### config.mk
export PLATFORM = sky130hd
export DESIGN_NAME = ps2_scancode_decoder
export DESIGN_NICKNAME = d
export VERILOG_FILES = /design/src/rtl/ps2_pkg.sv /design/src/rtl/ps2_event_fifo.sv /design/src/rtl/ps2_scancode_decoder.sv
export SDC_FILE = /design/constraint.sdc
export NUM_CORES = 1
export LEC_CHECK = 0
export ABC_CLOCK_PERIOD_IN_PS = 4500
export BUFFER_PORTS_ARGS = -buffer_cell sky130_fd_sc_hd__buf_2
export CORE_MARGIN = 4
export CORE_UTILIZATION = 60
export CTS_BUF_LIST = sky130_fd_sc_hd__clkbuf_8 sky130_fd_sc_hd__clkbuf_16
export DETAILED_ROUTE_END_ITERATION = 16
export HOLD_SLACK_MARGIN = 0.12
export PLACE_DENSITY = 0.79
export SYNTH_ARGS = -nofsm -noshare
export SYNTH_HDL_FRONTEND = slang
export SYNTH_SLANG_ARGS = --single-unit
### constraint.sdc
create_clock -name clk -period 4.5 [get_ports clk]
set_input_delay 0.9 -clock clk [delete_from_list [all_inputs] [get_ports clk]]
set_output_delay 0.9 -clock clk [all_outputs]
set_load 0.02 [all_outputs]
### src/rtl/ps2_pkg.sv
// Shared definitions for the PS/2 scan-code decoder: prefix bytes, decoder
// states and the packed event word carried through the event FIFO.
package ps2_pkg;

    localparam logic [7:0] PS2_PFX_EXT   = 8'hE0;
    localparam logic [7:0] PS2_PFX_BRK   = 8'hF0;
    localparam logic [7:0] PS2_PFX_PAUSE = 8'hE1;

    // The Pause key sends E1 followed by seven more bytes that carry no key info.
    localparam logic [2:0] PS2_PAUSE_TAIL = 3'd7;

    typedef enum logic [2:0] {
        IDLE,
        EXT,
        BRK,
        EXT_BRK,
        SKIP
    } ps2_state_e;

    typedef struct packed {
        logic       ext;
        logic       brk;
        logic [7:0] code;
    } ps2_event_t;

endpackage

### src/rtl/ps2_event_fifo.sv
// Synchronous FIFO of decoded key events with a combinational head view,
// so the head event is presented in the same cycle the FIFO becomes non-empty.
module ps2_event_fifo
    import ps2_pkg::*;
#(
    parameter int DEPTH = 8
) (
    input  logic                   clk,
    input  logic                   rst,
    input  logic                   i_push,
    input  ps2_event_t             i_push_data,
    input  logic                   i_pop,
    output ps2_event_t             o_head,
    output logic [$clog2(DEPTH):0] o_count,
    output logic                   o_full,
    output logic                   o_empty
);

    localparam int AW = $clog2(DEPTH);
    localparam logic [AW:0] CNT_FULL = (AW + 1)'(DEPTH);

    ps2_event_t        r_mem [DEPTH];
    logic [AW-1:0]     r_wr_ptr;
    logic [AW-1:0]     r_rd_ptr;
    logic [AW:0]       r_count;
    logic              w_do_pop;
    logic              w_do_push;

    assign o_empty   = (r_count == '0);
    assign o_full    = (r_count == CNT_FULL);
    assign w_do_pop  = i_pop && !o_empty;
    // A pop in the same cycle frees the slot, so a push while full is still accepted.
    assign w_do_push = i_push && (!o_full || w_do_pop);

    always_ff @(posedge clk) begin
        if (w_do_push) begin
            r_mem[r_wr_ptr] <= i_push_data;
        end
    end

    always_ff @(posedge clk) begin
        if (rst) begin
            r_wr_ptr <= '0;
            r_rd_ptr <= '0;
            r_count  <= '0;
        end else begin
            if (w_do_push) begin
                r_wr_ptr <= r_wr_ptr + AW'(1);
            end
            if (w_do_pop) begin
                r_rd_ptr <= r_rd_ptr + AW'(1);
            end
            if (w_do_push && !w_do_pop) begin
                r_count <= r_count + (AW + 1)'(1);
            end else if (w_do_pop && !w_do_push) begin
                r_count <= r_count - (AW + 1)'(1);
            end
        end
    end

    assign o_head  = o_empty ? '0 : r_mem[r_rd_ptr];
    assign o_count = r_count;

endmodule

### src/rtl/ps2_scancode_decoder.sv
// PS/2 set-2 scan-code decoder: folds E0/F0/E1 prefixes into key events and
// queues them in a FIFO. Define PS2_DEC_ERRCNT_EN to add the err_cnt output.
module ps2_scancode_decoder
    import ps2_pkg::*;
#(
    parameter int CLK_MHZ    = 50,
    parameter int FIFO_DEPTH = 8,
    parameter int TIMEOUT_US = 2000
) (
    input  logic                        clk,
    input  logic                        rst,
    input  logic [7:0]                  ps2_code,
    input  logic                        ps2_code_new,
    input  logic                        valid,
    output logic                        ev_valid,
    input  logic                        ev_ready,
    output logic [7:0]                  ev_code,
    output logic                        ev_ext,
    output logic                        ev_break,
    output logic [$clog2(FIFO_DEPTH):0] ev_count,
    output logic                        overflow
`ifdef PS2_DEC_ERRCNT_EN
    ,
    output logic [7:0]                  err_cnt
`endif
);

    localparam int TMO_CYCLES = TIMEOUT_US * CLK_MHZ;
    localparam int TW         = $clog2(TMO_CYCLES + 1);
    localparam logic [TW-1:0] TMO_LAST = TW'(TMO_CYCLES - 1);

    ps2_state_e  r_state;
    ps2_state_e  w_state_next;
    logic [2:0]  r_skip;
    logic [2:0]  w_skip_next;
    logic [TW-1:0] r_tmo;
    logic        r_overflow;
    logic        w_push;
    ps2_event_t  w_push_ev;
    logic        w_timeout;
    logic        w_bad_strobe;
    logic        w_pop;
    logic        w_drop;
    logic        w_full;
    logic        w_empty;
    ps2_event_t  w_head;

    always_comb begin
        w_state_next = r_state;
        w_skip_next  = r_skip;
        w_push       = 1'b0;
        w_push_ev    = '0;
        w_timeout    = 1'b0;
        w_bad_strobe = 1'b0;
        if (ps2_code_new && !valid) begin
            w_bad_strobe = 1'b1;
            w_state_next = IDLE;
        end else if (ps2_code_new) begin
            w_push_ev.code = ps2_code;
            case (r_state)
                IDLE: begin
                    if (ps2_code == PS2_PFX_EXT) begin
                        w_state_next = EXT;
                    end else if (ps2_code == PS2_PFX_BRK) begin
                        w_state_next = BRK;
                    end else if (ps2_code == PS2_PFX_PAUSE) begin
                        w_state_next = SKIP;
                        w_skip_next  = PS2_PAUSE_TAIL;
                    end else begin
                        w_push = 1'b1;
                    end
                end
                EXT: begin
                    if (ps2_code == PS2_PFX_BRK) begin
                        w_state_next = EXT_BRK;
                    end else begin
                        w_push        = 1'b1;
                        w_push_ev.ext = 1'b1;
                        w_state_next  = IDLE;
                    end
                end
                BRK: begin
                    w_push        = 1'b1;
                    w_push_ev.brk = 1'b1;
                    w_state_next  = IDLE;
                end
                EXT_BRK: begin
                    w_push        = 1'b1;
                    w_push_ev.ext = 1'b1;
                    w_push_ev.brk = 1'b1;
                    w_state_next  = IDLE;
                end
                SKIP: begin
                    // The whole Pause sequence collapses into a single E1 event on its last byte.
                    if (r_skip == 3'd1) begin
                        w_push         = 1'b1;
                        w_push_ev.ext  = 1'b1;
                        w_push_ev.code = PS2_PFX_PAUSE;
                        w_state_next   = IDLE;
                    end else begin
                        w_skip_next = r_skip - 3'd1;
                    end
                end
                default: begin
                    w_state_next = IDLE;
                end
            endcase
        end else if (r_state != IDLE && r_tmo == TMO_LAST) begin
            w_timeout    = 1'b1;
            w_state_next = IDLE;
        end
    end

    always_ff @(posedge clk) begin
        if (rst) begin
            r_state <= IDLE;
            r_skip  <= '0;
            r_tmo   <= '0;
        end else begin
            r_state <= w_state_next;
            r_skip  <= w_skip_next;
            if (ps2_code_new || r_state == IDLE) begin
                r_tmo <= '0;
            end else if (r_tmo != TMO_LAST) begin
                r_tmo <= r_tmo + TW'(1);
            end
        end
    end

    assign w_pop  = ev_valid && ev_ready;
    assign w_drop = w_push && w_full && !w_pop;

    always_ff @(posedge clk) begin
        if (rst) begin
            r_overflow <= 1'b0;
        end else if (w_drop) begin
            r_overflow <= 1'b1;
        end
    end

`ifdef PS2_DEC_ERRCNT_EN
    logic [7:0] r_err_cnt;

    always_ff @(posedge clk) begin
        if (rst) begin
            r_err_cnt <= '0;
        end else if ((w_bad_strobe || w_timeout || w_drop) && r_err_cnt != 8'hFF) begin
            r_err_cnt <= r_err_cnt + 8'd1;
        end
    end

    assign err_cnt = r_err_cnt;
`endif

    ps2_event_fifo #(
        .DEPTH(FIFO_DEPTH)
    ) u_fifo (
        .clk        (clk),
        .rst        (rst),
        .i_push     (w_push),
        .i_push_data(w_push_ev),
        .i_pop      (w_pop),
        .o_head     (w_head),
        .o_count    (ev_count),
        .o_full     (w_full),
        .o_empty    (w_empty)
    );

    assign ev_valid = !w_empty;
    assign ev_code  = w_head.code;
    assign ev_ext   = w_head.ext;
    assign ev_break = w_head.brk;
    assign overflow = r_overflow;

endmodule

# Yosys cells after proc, flatten, opt, wreduce, memory -nomap -nowiden
# Memories as Yosys holds them, arrays and structs flattened. A register that Yosys moved wholly into a read port is not among the register bits.
# Cells that the tools add are included.
[classes]
addsub = 6
n_eq_ne = 17
n_mux = 34
bitwise_logic = 1
n_reduce_logical = 28
[op_table]
columns = ["op", "n"]
rows = [
  ["3-bit 2-to-1 mux", 12],
  ["10-bit 2-to-1 mux", 3],
  ["8-bit == test (second input constant)", 3],
  ["17-bit by 1-bit adder with 17-bit output (second input constant)", 1],
  ["17-bit == test (second input constant)", 1],
  ["17-bit != test (second input constant)", 1],
  ["8-bit 2-to-1 mux", 2],
  ["1-bit 2-to-1 mux", 10],
  ["1-bit logical AND", 9],
  ["3-bit case mux with 3 select lines", 1],
  ["4-bit 2-to-1 mux", 2],
  ["2-bit != test (second input constant)", 4],
  ["7-bit AND reduction", 1],
  ["3-bit by 1-bit adder with 3-bit output (second input constant)", 2],
  ["3-bit by 1-bit == test with 1-bit output (second input constant)", 2],
  ["3-bit by 2-bit == test with 1-bit output (second input constant)", 2],
  ["1-bit zero test", 6],
  ["3-bit case mux with 2 select lines", 1],
  ["2-bit nonzero test", 3],
  ["2-bit OR reduction", 3],
  ["5-bit != test (second input constant)", 1],
  ["4-bit by 1-bit adder with 4-bit output (second input constant)", 1],
  ["4-bit == test (second input constant)", 1],
  ["4-bit zero test", 1],
  ["other kinds (12)", 13],
]
[totals]
register_bits = 34
mem_bits_rw = 80
in_bits = 13
output_inout_bits = 16
elab_cells = 94
mem_count = 1
[mem_list]
columns = ["name", "depth", "width", "read_ports", "rd_ports_with_merged_regs", "write_ports", "line", "text"]
rows = [
  ["u_fifo.r_mem", 8, 10, 1, 1, 1, "ps2_event_fifo.sv:22", "ps2_event_t r_mem [DEPTH];"],
]

# Depth between registers and ports, before layout
# Gate-level depths: netlist (run 1).
[depth]
ltp_word = 12
depth_mapped = 13

# By module
# Synthesis (run 1) repeated with hierarchy kept, for this count alone.
[hier_totals]
cells_unflattened = 378
hier_area_um2 = 5122.4
[modules_own_cells]
columns = ["mod", "instances", "cells_per_inst", "area_each_um2", "seq_area_each_um2"]
rows = [
  ["ps2_event_fifo", 1, 198, 3668.5, 2662.6],
  ["ps2_scancode_decoder", 1, 180, 1453.9, 480.5],
]

# Least setup slack after synthesis (run 1)
# OpenSTA, ideal clock, no wires.
[synth_path]
path_kind = "input port to flip-flop"
startpoint = "input ps2_code[1]"
endpoint = "register u_fifo.r_count[3] (netlist: u_fifo.o_count[3])"
t_arrival_ps = 3436
required_time_ps = 4379
path_slack_ps = 944
path_stages = 11
cell_sequence = "or4b_4 o31ai_4 a31oi_1 buf_2 ha_1 inv_1 ha_1 a21o_1 a21oi_1 mux2i_1 mux2_2"
[synth_between]
elab_chain_cells = 11
elab_cells_between_ends = 16
cone_classes = "3 x eq/ne; 8 x mux; 5 x reduce/logical"
[synth_rtl]
columns = ["element", "line", "text"]
rows = [
  ["start, declared", "ps2_scancode_decoder.sv:12", "input logic [7:0] ps2_code,"],
  ["8-bit == test", "ps2_scancode_decoder.sv:66", "end else if (ps2_code == PS2_PFX_PAUSE) begin"],
  ["1-bit 2-to-1 mux", "ps2_scancode_decoder.sv:66", ""],
  ["1-bit 2-to-1 mux", "ps2_scancode_decoder.sv:64", "end else if (ps2_code == PS2_PFX_BRK) begin"],
  ["1-bit 2-to-1 mux", "ps2_scancode_decoder.sv:62", "if (ps2_code == PS2_PFX_EXT) begin"],
  ["1-bit case mux with 4 select lines *", "ps2_scancode_decoder.sv:60", "case (r_state)"],
  ["1-bit 2-to-1 mux *", "ps2_scancode_decoder.sv:58", "end else if (ps2_code_new) begin"],
  ["1-bit 2-to-1 mux *", "ps2_scancode_decoder.sv:55", "if (ps2_code_new && !valid) begin"],
  ["1-bit logical AND *", "ps2_event_fifo.sv:33", "assign w_do_push = i_push && (!o_full || w_do_pop);"],
  ["via u_fifo.w_do_push", "ps2_event_fifo.sv:27", "logic w_do_push;"],
  ["1-bit zero test", "ps2_event_fifo.sv:55", "end else if (w_do_pop && !w_do_push) begin"],
  ["1-bit logical AND", "ps2_event_fifo.sv:55", ""],
  ["2-bit nonzero test (no line)", "n/a", ""],
  ["end signal, assigned", "ps2_event_fifo.sv:54", "r_count <= r_count + (AW + 1)'(1);"],
  ["end signal, assigned", "ps2_event_fifo.sv:56", "r_count <= r_count - (AW + 1)'(1);"],
  ["end, declared", "ps2_event_fifo.sv:25", "logic [AW:0] r_count;"],
]
# Mark *: on every way through the listed nets, which the timed path passes. The rest lies on a longest branch.
# A chain may end at the register's enable or synchronous reset.

# Worst setup path in the final report (run 1)
[layout_path]
startpoint = "input ps2_code[1]"
endpoint = "register u_fifo.r_count[3] (netlist: u_fifo.o_count[3])"
[layout_between]
elab_chain_cells = 11
elab_cells_between_ends = 16
cone_classes = "3 x eq/ne; 8 x mux; 5 x reduce/logical"
[layout_rtl]
columns = ["element", "line"]
rows = [
  ["8-bit == test", "ps2_scancode_decoder.sv:66"],
  ["1-bit 2-to-1 mux", "ps2_scancode_decoder.sv:66"],
  ["1-bit 2-to-1 mux", "ps2_scancode_decoder.sv:64"],
  ["1-bit 2-to-1 mux", "ps2_scancode_decoder.sv:62"],
  ["1-bit case mux with 4 select lines *", "ps2_scancode_decoder.sv:60"],
  ["1-bit 2-to-1 mux *", "ps2_scancode_decoder.sv:58"],
  ["1-bit 2-to-1 mux *", "ps2_scancode_decoder.sv:55"],
  ["1-bit logical AND *", "ps2_event_fifo.sv:33"],
  ["1-bit zero test", "ps2_event_fifo.sv:55"],
  ["1-bit logical AND", "ps2_event_fifo.sv:55"],
  ["2-bit nonzero test (no line)", "n/a"],
]
# Every way passes the cells marked *; elsewhere a longest branch is shown, timed or not.

==> results of run 1 <==
[report_power, final]
group          leakage [uW]  switching, uW  internal [uW]
Sequential          0.00105           46.3           1180
Clock              0.000296            437            881
Combinational      0.000731            345            260
[worst paths after layout]
check,startpoint,to,cells after the start
worst min-delay path,overflow$_SDFFE_PP0P_,overflow$_SDFFE_PP0P_,1
worst min register to register,overflow$_SDFFE_PP0P_,overflow$_SDFFE_PP0P_,1
worst max register to register,r_state[2]$_SDFFE_PP0P_,u_fifo.o_count[3]$_SDFFE_PP0P_,10
worst max-delay path,ps2_code[1],u_fifo.o_count[3]$_SDFFE_PP0P_,11
[sequential cells by signal, summed over array words and instances, names as in the netlist, named ones only]
| register | count |
|---|---|
| u_fifo.r_mem | 80 |
| r_tmo | 17 |
| u_fifo.o_count | 4 |
| r_skip | 3 |
| r_state | 3 |
| u_fifo.r_rd_ptr | 3 |
| u_fifo.r_wr_ptr | 3 |
| overflow | 1 |
[kinds of logic after synthesis]
group           Yosys count  synth area share (%)
xor+xnor                 12                  2.05
flops                   117                  61.2
buf+inv                  30                  2.39
mux                      38                  12.3
simple gates            119                  13.4
fa+ha+maj                 9                  2.34
compound gates           46                  6.33
[through the flow]
step	worst slack [ns]	hold slack, ns
detailed placement	0.567	0.468
global placement	0.645	0.464
global route	0.847	0.508
floorplan	0.944	0.454
finish	1.03	0.486
CTS	1.07	0.490
[Yosys cell counts, types with 2 or more instances]
cell type / number / area (sq um)
a211oi_1: 2 / 15.0
a21oi_1: 14 / 70.1
a31oi_1: 3 / 18.8
and2_1: 5 / 31.3
and3_1: 2 / 12.5
and3b_1: 2 / 17.5
and4_1: 5 / 43.8
and4b_1: 3 / 30.0
buf_2: 5 / 25.0
clkbuf_1: 10 / 37.5
dfxtp_1: 37 / 741
edfxtp_1: 80 / 2400
ha_1: 8 / 100
inv_1: 13 / 48.8
mux2_1: 2 / 22.5
mux2i_1: 15 / 150
mux4_2: 20 / 450
nand2_1: 10 / 37.5
nand2b_1: 4 / 25.0
nand3_1: 8 / 40.0
nand4_1: 10 / 62.6
nor2_1: 37 / 139
nor2b_1: 5 / 31.3
nor3_1: 4 / 20.0
o21a_1: 4 / 30.0
o21ai_0: 6 / 30.0
o21ai_1: 4 / 20.0
o31ai_1: 2 / 15.0
or2_2: 2 / 12.5
or3_1: 9 / 56.3
or4_1: 2 / 15.0
xnor2_1: 2 / 17.5
xor2_1: 10 / 87.6
[metal layers]
layer	GRT usage [%]	wire (microns)	share of wire, %	up-vias
li1	-	-	-	1488
met1	27.8	4180	41	1545
met2	37.1	5280	52	71
met3	4.84	605	6.0	7
met4	7.46	87	0.86	0
met5	0	0	0	-
[worst reg2reg max path, stage by stage (launching register included)]
cell,delay [ns]
dfxtp_1,0.49
nor3b_2,0.39
nand3_1,0.20
a31oi_1,0.68
ha_1,0.30
inv_1,0.10
ha_1,0.28
a21o_1,0.17
a21oi_1,0.16
mux2i_1,0.20
mux2_2,0.34
[final cells by class]
class                      count  area, sq um
sequential                   117         3140
fill                         552         2310
multi-input combinational    224         1880
clock buffer                  17          414
clock inverter                14          170
timing repair buffer          31          163
tap                          105          131
inverter                      13         48.8
==> flow_summary.json, run 1 <==
{
  "p_leak_uw": 0.00208,
  "netlist_instances": 371,
  "syn-cell-area_sq_um": 5140,
  "final_cell_mix": "edfxtp_1 (80), nor2_1 (37), dfxtp_1 (37)",
  "vdd_drop_max_mv": 0.260,
  "cts.sinks": 117,
  "ys_seq_area_share_pct": 61.2,
  "synth-seq-cells": 117,
  "synth_flop_cell": "edfxtp_1",
  "finalInstanceArea_sq_um": 5950,
  "drv_cap": 0,
  "die_area_sq_um": 10100,
  "tritoncts": "done",
  "setup_violations": 0,
  "crit_arrival_ns": 3.85,
  "drc": 0,
  "path_common_cell": "ha_1",
  "worstMarginPinSlew_ns": 0.968,
  "antenna_found_initial": 0,
  "final_common_cell": "edfxtp_1",
  "hold_violations": 0,
  "via_per_inst": 5.97,
  "yosys_warnings": 0,
  "path_max_fanout": 11,
  "die_w_microns": 101,
  "start_util_pct": 62.2,
  "dpl.hpwl_microns": 6230,
  "synth_nets": 393,
  "drt-total-wl_microns": 10200,
  "crit_path_top_delay_cell": "or4b_4",
  "placed_cell_area_sq_um": 5360,
  "cts.path.max_buffers": 2,
  "min_period_ns": 3.47,
  "grt_pass1_wl_microns": 16400,
  "root_buffer": "clkbuf_8",
  "diodes": 0,
  "r2r_slack_ns": 1.07,
  "critPathBufInv": 2,
  "die_h_microns": 101,
  "postCtsHoldBufs": 0,
  "row_count": 33,
  "port_buffers": 28,
  "area_growth_pct": 15.8,
  "synthArstFlopShare_pct": 0,
  "relSlewSlack_pct": 35.4,
  "vias": 3111,
  "fin_nets": 426,
  "crit_type": "input pin to flop",
  "fin_crit_sh_pct": 77.0,
  "crit_chain": "buf_2 > or4b_4 > o31ai_4 > a31oi_1 > ha_1 > inv_1 > ha_1 > a21o_1 > a21oi_1 > mux2i_1 > mux2_2",
  "status": "finished, final reports clean",
  "rsz0062_at_grt": "no",
  "drt_first_pass_iters": 4,
  "cts_made_buffers": 17,
  "max_freq_mhz": 288,
  "grt_pass1_vias": 3194,
  "fin_cells": 521,
  "overflow": 0,
  "gp_congestion": 0.836,
  "drtIter0Drc": 258,
  "ant_nets": 0,
  "min_path_type": "flop to flop",
  "p_total_uw": 3150,
  "ys_types": 59,
  "synth.avg_cell_area_sq_um": 13.8,
  "utilization_pct": 72.0,
  "grtUsageTotal_pct": 21.8,
  "power.density_nw_per_um2": 530,
  "critPathMaxStageDelay_ns": 0.60,
  "clk_pin_slew_ns": 0.05,
  "setup_tns_ns": 0,
  "required_ns": 4.88,
  "slew_viol_final": 0,
  "ios": 29,
  "cts_resized": 0,
  "drive_above_1_share_pct": 21.6,
  "synth_edf_count": 80,
  "path_delay_family": "compound AO/OA/AOI/OAI gates",
  "worstSkewPairLatency_ns": 0.50,
  "end_kind": "flop",
  "placed_cells_incl_taps": 490,
  "worst_clock_skew_ns": 0.0112,
  "core_area_sq_um": 8260,
  "h-tree-depth": 4,
  "wl_per_cell_microns": 19.5,
  "grt_max_degree": 23,
  "critPathLaunchType": "input pin",
  "post-cts-setup-buffers": 0
}
Power figures use the tool's default switching activity.
==> run 2, diff against run 1 <==
- ABC_CLOCK_PERIOD_IN_PS: 4500 -> 3500
- clock period: 4.5 -> 3.5 ns (I/O delays scaled with it)
==> flow_summary.json, run 2 (synthesized netlist as in run 1, its figures left out) <==
{
  "whs_endpoint": "r_skip[2]$_SDFFE_PP0P_",
  "wl_per_cell_microns": 19.0,
  "ios": 29,
  "final_common_cell": "edfxtp_1",
  "rsz0062_at_grt": "no",
  "drtIter0Drc": 149,
  "clk_pin_slew_ns": 0.06,
  "area_growth_pct": 15.7,
  "die_h_microns": 101,
  "via_per_inst": 5.98,
  "h-tree-depth": 4,
  "crit_type": "flop to output pin",
  "worstMarginPinSlew_ns": 0.802,
  "root_buffer": "clkbuf_8",
  "drc": 0,
  "max_freq_mhz": 345,
  "grt_pass1_wl_microns": 16200,
  "min-delay-start": "r_skip[2]$_SDFFE_PP0P_",
  "r2r_slack_ns": 0.65,
  "pre_cts_slack_ns": 0.106,
  "largest_reg_flops": 80,
  "start_util_pct": 62.2,
  "antenna_found_initial": 0,
  "finalInstanceArea_sq_um": 5940,
  "drive_above_1_share_pct": 23.5,
  "setup_ws_ns": 0.598,
  "ff2ff_path_depth": 10,
  "cts_resized": 0,
  "post-cts-setup-buffers": 0,
  "critPathLaunchType": "flop",
  "path_max_fanout": 11,
  "setup_tns_ns": 0,
  "drv_cap": 0,
  "grt_pass1_vias": 3097,
  "holdWs_ns": 0.498,
  "fin_crit_sh_pct": 82.9,
  "fin_nets": 430,
  "dpl.hpwl_microns": 6360,
  "crit_arrival_ns": 2.20,
  "min_period_ns": 2.90,
  "die_w_microns": 101,
  "utilization_pct": 72.0,
  "final_cell_mix": "edfxtp_1 (80), nor2_1 (37), dfxtp_1 (37)",
  "die_area_sq_um": 10100,
  "row_count": 33,
  "port_buffers": 28,
  "required_ns": 2.80,
  "worstHoldPathCells": 2,
  "vdd_drop_max_mv": 0.396,
  "postCtsHoldBufs": 0,
  "end_kind": "output pin",
  "gp_congestion": 0.861,
  "drt_first_pass_iters": 4,
  "overflow": 0,
  "hold_violations": 0,
  "rr_startpoint": "r_state[2]$_SDFFE_PP0P_",
  "tritoncts": "done",
  "cts_made_buffers": 17,
  "p_leak_uw": 0.00206,
  "grtUsageTotal_pct": 22.1,
  "drt-total-wl_microns": 10000,
  "min_path_type": "flop to flop",
  "placed_cell_area_sq_um": 5390,
  "r2r-end": "u_fifo.o_count[3]$_SDFFE_PP0P_",
  "grt_max_degree": 23,
  "status": "finished, final reports clean",
  "ant_nets": 0,
  "setup_violations": 0,
  "largest_register": "u_fifo.r_mem",
  "relSlewSlack_pct": 46.1,
  "power.density_nw_per_um2": 661,
  "core_area_sq_um": 8260,
  "vias": 3146,
  "cts.sinks": 117,
  "cts.path.max_buffers": 2,
  "worstSkewPairLatency_ns": 0.51,
  "slew_viol_final": 0,
  "worst_clock_skew_ns": 0.00793,
  "diodes": 0
}
[run 2: power by group]
group          switching [uW]  internal [uW]
clock network             618            940
registers                50.5           1520
logic                     456            339
total                    1120           2800
[run 2: metal layers]
layer  vias up  GRT usage (%)  share of wire, %
li1       1501              -                 -
met1      1537           27.4                42
met2        93           37.1                50
met3        15           6.44               6.5
met4         0           7.88               1.6
met5         -              0                 0
[run 2: critical path, stage by stage (launching register included)]
cell and delay (ns):
dfxtp_1 0.65, buf_4 0.31, mux4_2 0.32, mux2i_1 0.17
nor2_1 0.07, buf_2 0.16
[run 2: final cells by class]
type / instances / area [sq um]
inverter: 13 / 48.8
multi-input combinational: 224 / 1880
tap: 105 / 131
timing repair buffer: 35 / 193
sequential: 117 / 3140
clock buffer: 17 / 414
fill: 561 / 2320
clock inverter: 15 / 134
[run 2: how the worst max path moves through the flow]
stage | endpoint | start | slack (ns) | cells after the start
5_1_grt | u_fifo.o_count[3]$_SDFFE_PP0P_ | r_state[2]$_SDFFE_PP0P_ | 0.45 | 10
6_report | ev_code[7] | flop | 0.60 | 5
3_3_place_gp | u_fifo.o_count[3]$_SDFFE_PP0P_ | ps2_code[1] | 0.14 | 11
2_1_floorplan | u_fifo.o_count[3]$_SDFFE_PP0P_ | ps2_code[1] | 0.14 | 11
3_5_place_dp | u_fifo.o_count[3]$_SDFFE_PP0P_ | ps2_code[1] | 0.11 | 11
4_1_cts | ev_code[7] | flop | 0.55 | 5
[run 2: through the flow]
stage | std cells | power, uW
after floorplan | 371 | 2170
after global placement | 494 | 2390
after detailed placement | 494 | 2400
after CTS | 526 | 3970
after global routing | 526 | 4120
final | 526 | 3930
